==> config.mk <==
export PLATFORM = sky130hd
export DESIGN_NAME = hazard_stall_unit_flat
export DESIGN_NICKNAME = d
export VERILOG_FILES = /design/src/rtl/hazard_stall_unit_if.sv /design/src/rtl/hazard_stall_unit.sv /design/src/flat_wrapper.sv
export SDC_FILE = /design/constraint.sdc
export NUM_CORES = 1
export LEC_CHECK = 0
export BUFFER_PORTS_ARGS = -buffer_cell sky130_fd_sc_hd__buf_2
export CAP_MARGIN = 25
export CORE_UTILIZATION = 40
export CTS_BUF_LIST = sky130_fd_sc_hd__clkbuf_16
export CTS_CLUSTER_SIZE = 16
export DETAILED_ROUTE_END_ITERATION = 16
export PLACE_DENSITY = 0.71
export SYNTH_ARGS = -nofsm -noshare
export SYNTH_HDL_FRONTEND = slang
export SYNTH_SLANG_ARGS = --single-unit
==> constraint.sdc <==
create_clock -name clk -period 6.1 [get_ports clk]
set_input_delay 0.305 -clock clk [delete_from_list [all_inputs] [get_ports clk]]
set_output_delay 0.305 -clock clk [all_outputs]
set_load 0.02 [all_outputs]
==> src/rtl/hazard_stall_unit_if.sv <==
// Pipeline-side view of the hazard/stall controller: decode and EX hazard
// inputs plus the stall/flush enables it drives back into the pipeline.
interface hazard_stall_unit_if #(
  parameter int unsigned CNT_W = 32
);
  logic [4:0]       rs1_id;
  logic [4:0]       rs2_id;
  logic             use_rs1_id;
  logic             use_rs2_id;
  logic [4:0]       rd_ex;
  logic             reg_write_ex;
  logic             mem_read_ex;
  logic             md_valid_ex;
  logic             redirect_id;
  logic             stall_pc;
  logic             stall_if_id;
  logic             stall_id_ex;
  logic             flush_if_id;
  logic             flush_id_ex;
  logic             bubble_ex_wb;
  logic             md_busy;
  logic             md_done;
  logic [CNT_W-1:0] stall_cycles;

  modport master (
    output rs1_id, rs2_id, use_rs1_id, use_rs2_id, rd_ex, reg_write_ex,
           mem_read_ex, md_valid_ex, redirect_id,
    input  stall_pc, stall_if_id, stall_id_ex, flush_if_id, flush_id_ex,
           bubble_ex_wb, md_busy, md_done, stall_cycles
  );

  modport slave (
    input  rs1_id, rs2_id, use_rs1_id, use_rs2_id, rd_ex, reg_write_ex,
           mem_read_ex, md_valid_ex, redirect_id,
    output stall_pc, stall_if_id, stall_id_ex, flush_if_id, flush_id_ex,
           bubble_ex_wb, md_busy, md_done, stall_cycles
  );
endinterface

==> src/rtl/hazard_stall_unit.sv <==
// Hazard controller for the IF/ID/EX/WB core: load-use stall, multi-cycle
// mul/div freeze of EX, redirect flush of IF/ID, and a saturating stall counter.
module hazard_stall_unit #(
  parameter int unsigned MD_LATENCY = 4,
  parameter int unsigned CNT_W      = 32
) (
  input logic              clk,
  input logic              rst,
  hazard_stall_unit_if.slave hz
);

  typedef enum logic {RUN, MD_BUSY} state_t;

  localparam int unsigned MD_LOAD_I = (MD_LATENCY > 1) ? MD_LATENCY - 2 : 0;
  localparam logic [3:0]  MD_LOAD   = 4'(MD_LOAD_I);
  localparam bit          MD_MULTI  = (MD_LATENCY > 1);

  state_t           state_q, state_d;
  logic [3:0]       md_cnt_q, md_cnt_d;
  logic [CNT_W-1:0] cnt_q;

  logic load_use;
  logic stall_pc, stall_if_id, stall_id_ex;
  logic flush_if_id, flush_id_ex, bubble_ex_wb;
  logic md_busy, md_done;

  // Unused source operands are masked so their (possibly X) values never matter.
  always_comb begin
    load_use = 1'b0;
    if (hz.mem_read_ex && hz.reg_write_ex && (hz.rd_ex != 5'd0)) begin
      if (hz.use_rs1_id && (hz.rs1_id == hz.rd_ex)) load_use = 1'b1;
      if (hz.use_rs2_id && (hz.rs2_id == hz.rd_ex)) load_use = 1'b1;
    end
  end

  always_ff @(posedge clk) begin
    if (rst) begin
      state_q  <= RUN;
      md_cnt_q <= '0;
      cnt_q    <= '0;
    end else begin
      state_q  <= state_d;
      md_cnt_q <= md_cnt_d;
      if (stall_pc && (cnt_q != '1)) cnt_q <= cnt_q + 1'b1;
    end
  end

  always_comb begin
    state_d  = state_q;
    md_cnt_d = md_cnt_q;
    unique case (state_q)
      RUN: begin
        if (hz.md_valid_ex && MD_MULTI) begin
          state_d  = MD_BUSY;
          md_cnt_d = MD_LOAD;
        end
      end
      MD_BUSY: begin
        if (md_cnt_q != 4'd0) md_cnt_d = md_cnt_q - 4'd1;
        else                  state_d  = RUN;
      end
      default: state_d = RUN;
    endcase
  end

  always_comb begin
    stall_pc     = 1'b0;
    stall_if_id  = 1'b0;
    stall_id_ex  = 1'b0;
    flush_id_ex  = 1'b0;
    bubble_ex_wb = 1'b0;
    md_busy      = 1'b0;
    md_done      = 1'b0;
    unique case (state_q)
      RUN: begin
        if (hz.md_valid_ex) begin
          if (MD_MULTI) begin
            stall_pc     = 1'b1;
            stall_if_id  = 1'b1;
            stall_id_ex  = 1'b1;
            bubble_ex_wb = 1'b1;
          end else begin
            md_done = 1'b1;
          end
        end else if (load_use) begin
          stall_pc    = 1'b1;
          stall_if_id = 1'b1;
          flush_id_ex = 1'b1;
        end
      end
      MD_BUSY: begin
        md_busy = 1'b1;
        if (md_cnt_q != 4'd0) begin
          stall_pc     = 1'b1;
          stall_if_id  = 1'b1;
          stall_id_ex  = 1'b1;
          bubble_ex_wb = 1'b1;
        end else begin
          md_done = 1'b1;
        end
      end
      default: ;
    endcase
    flush_if_id = hz.redirect_id && !stall_pc;
  end

  assign hz.stall_pc     = stall_pc;
  assign hz.stall_if_id  = stall_if_id;
  assign hz.stall_id_ex  = stall_id_ex;
  assign hz.flush_if_id  = flush_if_id;
  assign hz.flush_id_ex  = flush_id_ex;
  assign hz.bubble_ex_wb = bubble_ex_wb;
  assign hz.md_busy      = md_busy;
  assign hz.md_done      = md_done;
  assign hz.stall_cycles = cnt_q;

endmodule

==> src/flat_wrapper.sv <==
// flat-port wrapper written by rule: the top's interface ports become plain ports
module hazard_stall_unit_flat 
#(
  parameter int unsigned MD_LATENCY = 4,
  parameter int unsigned CNT_W      = 32
)
  (clk, rst, hz_rs1_id, hz_rs2_id, hz_use_rs1_id, hz_use_rs2_id, hz_rd_ex, hz_reg_write_ex, hz_mem_read_ex, hz_md_valid_ex, hz_redirect_id, hz_stall_pc, hz_stall_if_id, hz_stall_id_ex, hz_flush_if_id, hz_flush_id_ex, hz_bubble_ex_wb, hz_md_busy, hz_md_done, hz_stall_cycles);
  hazard_stall_unit_if #(.CNT_W(CNT_W)) hz_i ();
  input logic clk;
  input logic rst;
  input wire logic [$bits(hz_i.rs1_id)-1:0] hz_rs1_id;
  input wire logic [$bits(hz_i.rs2_id)-1:0] hz_rs2_id;
  input wire logic [$bits(hz_i.use_rs1_id)-1:0] hz_use_rs1_id;
  input wire logic [$bits(hz_i.use_rs2_id)-1:0] hz_use_rs2_id;
  input wire logic [$bits(hz_i.rd_ex)-1:0] hz_rd_ex;
  input wire logic [$bits(hz_i.reg_write_ex)-1:0] hz_reg_write_ex;
  input wire logic [$bits(hz_i.mem_read_ex)-1:0] hz_mem_read_ex;
  input wire logic [$bits(hz_i.md_valid_ex)-1:0] hz_md_valid_ex;
  input wire logic [$bits(hz_i.redirect_id)-1:0] hz_redirect_id;
  output wire logic [$bits(hz_i.stall_pc)-1:0] hz_stall_pc;
  output wire logic [$bits(hz_i.stall_if_id)-1:0] hz_stall_if_id;
  output wire logic [$bits(hz_i.stall_id_ex)-1:0] hz_stall_id_ex;
  output wire logic [$bits(hz_i.flush_if_id)-1:0] hz_flush_if_id;
  output wire logic [$bits(hz_i.flush_id_ex)-1:0] hz_flush_id_ex;
  output wire logic [$bits(hz_i.bubble_ex_wb)-1:0] hz_bubble_ex_wb;
  output wire logic [$bits(hz_i.md_busy)-1:0] hz_md_busy;
  output wire logic [$bits(hz_i.md_done)-1:0] hz_md_done;
  output wire logic [$bits(hz_i.stall_cycles)-1:0] hz_stall_cycles;
  assign hz_i.rs1_id = hz_rs1_id;
  assign hz_i.rs2_id = hz_rs2_id;
  assign hz_i.use_rs1_id = hz_use_rs1_id;
  assign hz_i.use_rs2_id = hz_use_rs2_id;
  assign hz_i.rd_ex = hz_rd_ex;
  assign hz_i.reg_write_ex = hz_reg_write_ex;
  assign hz_i.mem_read_ex = hz_mem_read_ex;
  assign hz_i.md_valid_ex = hz_md_valid_ex;
  assign hz_i.redirect_id = hz_redirect_id;
  assign hz_stall_pc = hz_i.stall_pc;
  assign hz_stall_if_id = hz_i.stall_if_id;
  assign hz_stall_id_ex = hz_i.stall_id_ex;
  assign hz_flush_if_id = hz_i.flush_if_id;
  assign hz_flush_id_ex = hz_i.flush_id_ex;
  assign hz_bubble_ex_wb = hz_i.bubble_ex_wb;
  assign hz_md_busy = hz_i.md_busy;
  assign hz_md_done = hz_i.md_done;
  assign hz_stall_cycles = hz_i.stall_cycles;
  hazard_stall_unit #(.MD_LATENCY(MD_LATENCY), .CNT_W(CNT_W)) u_core (.clk(clk), .rst(rst), .hz(hz_i));
endmodule
==> results.sh <==
export IMPL_status="finished, final reports clean"
export IMPL_crit_family="simple AND/OR/NAND/NOR gates"
export IMPL_ys_ff_latch=37
export IMPL_final_hold_viol_count=0
export IMPL_fillCellCount=475
export IMPL_total_power_mw=0.611
export IMPL_vdd_drop_max_mv=0.112
export IMPL_final_nets=325
export IMPL_fp_dieH_um=73.5
export IMPL_path_class="reg -> reg"
export IMPL_async_flop_share=0
export IMPL_synthXorXnorAreaFrac=0.133
export IMPL_drive_gt1_frac=0.269
export IMPL_syn_inst=242
export IMPL_path_max_fanout=23
export IMPL_synthTopCellsByCount="dfxtp_1 (37), nor2_1 (35), nand3_1 (24), xor2_1 (24), a21oi_1 (11)"
export IMPL_setup_violations=0
export IMPL_antenna_cells=0
export IMPL_crit_slowest_cell="a41oi_4"
export IMPL_cts_buffers=5
export IMPL_vias_per_cell=5.15
export IMPL_gp_congestion=0.756
export IMPL_synth_top_area_share=0.362
export IMPL_grt_ovfl_total=0
export IMPL_hp_start="hz_md_valid_ex"
export IMPL_wl_per_cell_um=12.3
export IMPL_port_buffers=62
export IMPL_syn_area_per_cell_um2=8.45
export IMPL_synth_fa_ha_area_frac=0.0122
export IMPL_drc=0
export IMPL_synth_distinct_cells=43
export IMPL_dpl_cell_area_um2=2380
export IMPL_power_density_nw_per_um2=241
export IMPL_whs_ns=0.410
export IMPL_pre_cts_ws_ns=3.39
export IMPL_antenna_found_initial=0
export IMPL_htreeDepth=2
export IMPL_worst_pin_slew_ns=0.716
export IMPL_rows=25
export IMPL_r2r_start="u_core.hz.stall_cycles[0]"
export IMPL_clockBufferDepth=2
export IMPL_die_area_um2=5400
export IMPL_setup_tns_final_ns=0
export IMPL_cp_startpoint="u_core.hz.stall_cycles[0]"
export IMPL_dp_hpwl_mm=3.26
export IMPL_synthToLayoutAreaGrowth_pct=24.2
export IMPL_finalCoreUtilization=0.527
export IMPL_grt_max_degree=41
export IMPL_first_global_vias=1644
export IMPL_synth_compound_area_share=0.0918
export IMPL_cts_setup_buffers=0
export IMPL_crit_buf_inv=0
export IMPL_grt_pass1_wl_mm=7.42
export IMPL_multiInputGateArea_um2=1210
export IMPL_grt_use_total=0.178
export IMPL_hold_buffers=0
export IMPL_maxCapViolCount=0
export IMPL_synth_fp_nets=267
export IMPL_ys_warn_count=0
export IMPL_drt_iter0_markers=123
export IMPL_final_seq_area_um2=741
export IMPL_layout_setup_ws_ns=3.38
export IMPL_synth_top_family_by_area="simple AND/OR/NAND/NOR gates"
export IMPL_ios=63
export IMPL_worst_r2r_cell_count=8
export IMPL_fin_crit_sh=0.446
export IMPL_synth_most_common_cell="dfxtp_1"
export IMPL_start_util=0.424
export IMPL_slowest_delay_ns=0.62
export IMPL_seq_area_frac_synth=0.362
export IMPL_core_area_um2=4820
export IMPL_fmax_ghz=0.367
export IMPL_whs_path_depth=3
export IMPL_synth_edf_count=0
export IMPL_yosys_mux_area_fraction=0.0184
export IMPL_cts_root_buf="clkbuf_16"
export IMPL_synth_top_flop_cell="dfxtp_1"
export IMPL_cts_tree="yes"
export IMPL_syn_area_um2=2040
export IMPL_cp_required_ns=6.26
export IMPL_rsz0062_at_grt="no"
export IMPL_slew_headroom=0.523
export IMPL_maxSlewViolCount=0
export IMPL_yosys_area_share_simple=0.339
export IMPL_cp_cell_sequence="ha_1 > nand2_1 > nor4_4 > and4_4 > a41oi_4 > nand2_2 > nor4_1 > mux2_2"
export IMPL_cts_sinks=37
export IMPL_crit_path_end_kind="flip-flop"
export IMPL_fin_cells=368
export IMPL_cp_arrival_ns=2.89
export IMPL_period_minus_slack_ns=2.72
export IMPL_synth_top_area_cell="dfxtp_1"
export IMPL_worst_hold_path_type="in -> reg"
export IMPL_cp_depth=8
export IMPL_vias=1894
export IMPL_synth_area_leaders="dfxtp_1 (36%), xor2_1 (10%), nor2_1 (6.4%), nand3_1 (5.9%), xnor2_1 (3.0%)"
export IMPL_ant_nets=0
export IMPL_insertion_delay_ns=0.28
export IMPL_p_leak_nw=1.04
export IMPL_die_w_um=73.5
export IMPL_start_kind="flip-flop"
export IMPL_cts_resized=0
export IMPL_fin_area_um2=2540
export IMPL_dp_cells=360
export IMPL_drt_total_wl_mm=4.52
export IMPL_finClkSkew_ns=0.00311
export IMPL_dr_pass1_iters=4
export IMPL_clk_pin_slew_ns=0.05
[placed cells by master, fill, tap and decap left out, drive strengths merged]
master and count:
nor4 6, o211ai 3, nor2 36, and3 6, inv 8, and4 4
o21ai 11, o31ai 1, mux2 3, nand3b 1, bufinv 1, nor3 3
dfxtp 37, buf 62, a32oi 1, ha 2, or4 2, xor2 24
nor3b 2, nand2 11, a41oi 1, nand4b 4, clkbuf 5, and2 2
clkinv 1, nor2b 7, nand2b 1, nand4 6, nand3 26, or3 6
xnor2 7, a21oi 11
[registers in the layout, indices dropped and copies added, names as in the netlist]
name,cells
u_core.md_cnt_q,4
u_core.hz.stall_cycles,32
u_core.state_q,1
[per-layer routing]
layer / share of wire / wire length (um) / global-route usage
met5: 0 / 0 / 0
met4: 0.017 / 78 / 0.0812
met3: 0.072 / 324 / 0.0453
met2: 0.45 / 2050 / 0.283
met1: 0.46 / 2070 / 0.225
[tightest hold or removal path, cell delays in order]
cell and delay, ns:
buf_2 0.09, nor2_1 0.11, nor3_1 0.14
[cell type report]
cell class	instances	share of cell area
Tap cell	67	0.0330
Inverter	7	0.0103
Sequential cell	37	0.292
Multi-Input combinational cell	187	0.479
Timing Repair Buffer	62	0.122
Clock buffer	5	0.0493
Clock inverter	3	0.0148
[report_power, final]
group          internal, mW  total [mW]  switching (mW)
clock network         0.190       0.283          0.0936
logic                0.0258      0.0736          0.0478
registers             0.247       0.254         0.00706
total                 0.462       0.611           0.148
[worst paths after layout]
path | to | slack, ns
setup / recovery | u_core.hz.stall_cycles[15] | 3.38
hold / removal | u_core.state_q | 0.41
setup reg to reg | u_core.hz.stall_cycles[15] | 3.38
hold reg to reg | u_core.hz.stall_cycles[27] | 0.50
[cells by family (layout without fill, tap and decap cells)]
kind of cell	Yosys count	after routing
flip-flops	37	37
adder cells (fa/ha/maj)	2	2
AO/OA/AOI/OAI	28	28
buffers and inverters	18	77
AND/OR/NAND/NOR	123	123
multiplexers	3	3
XOR/XNOR	31	31
(Power assumes the default switching activity.)
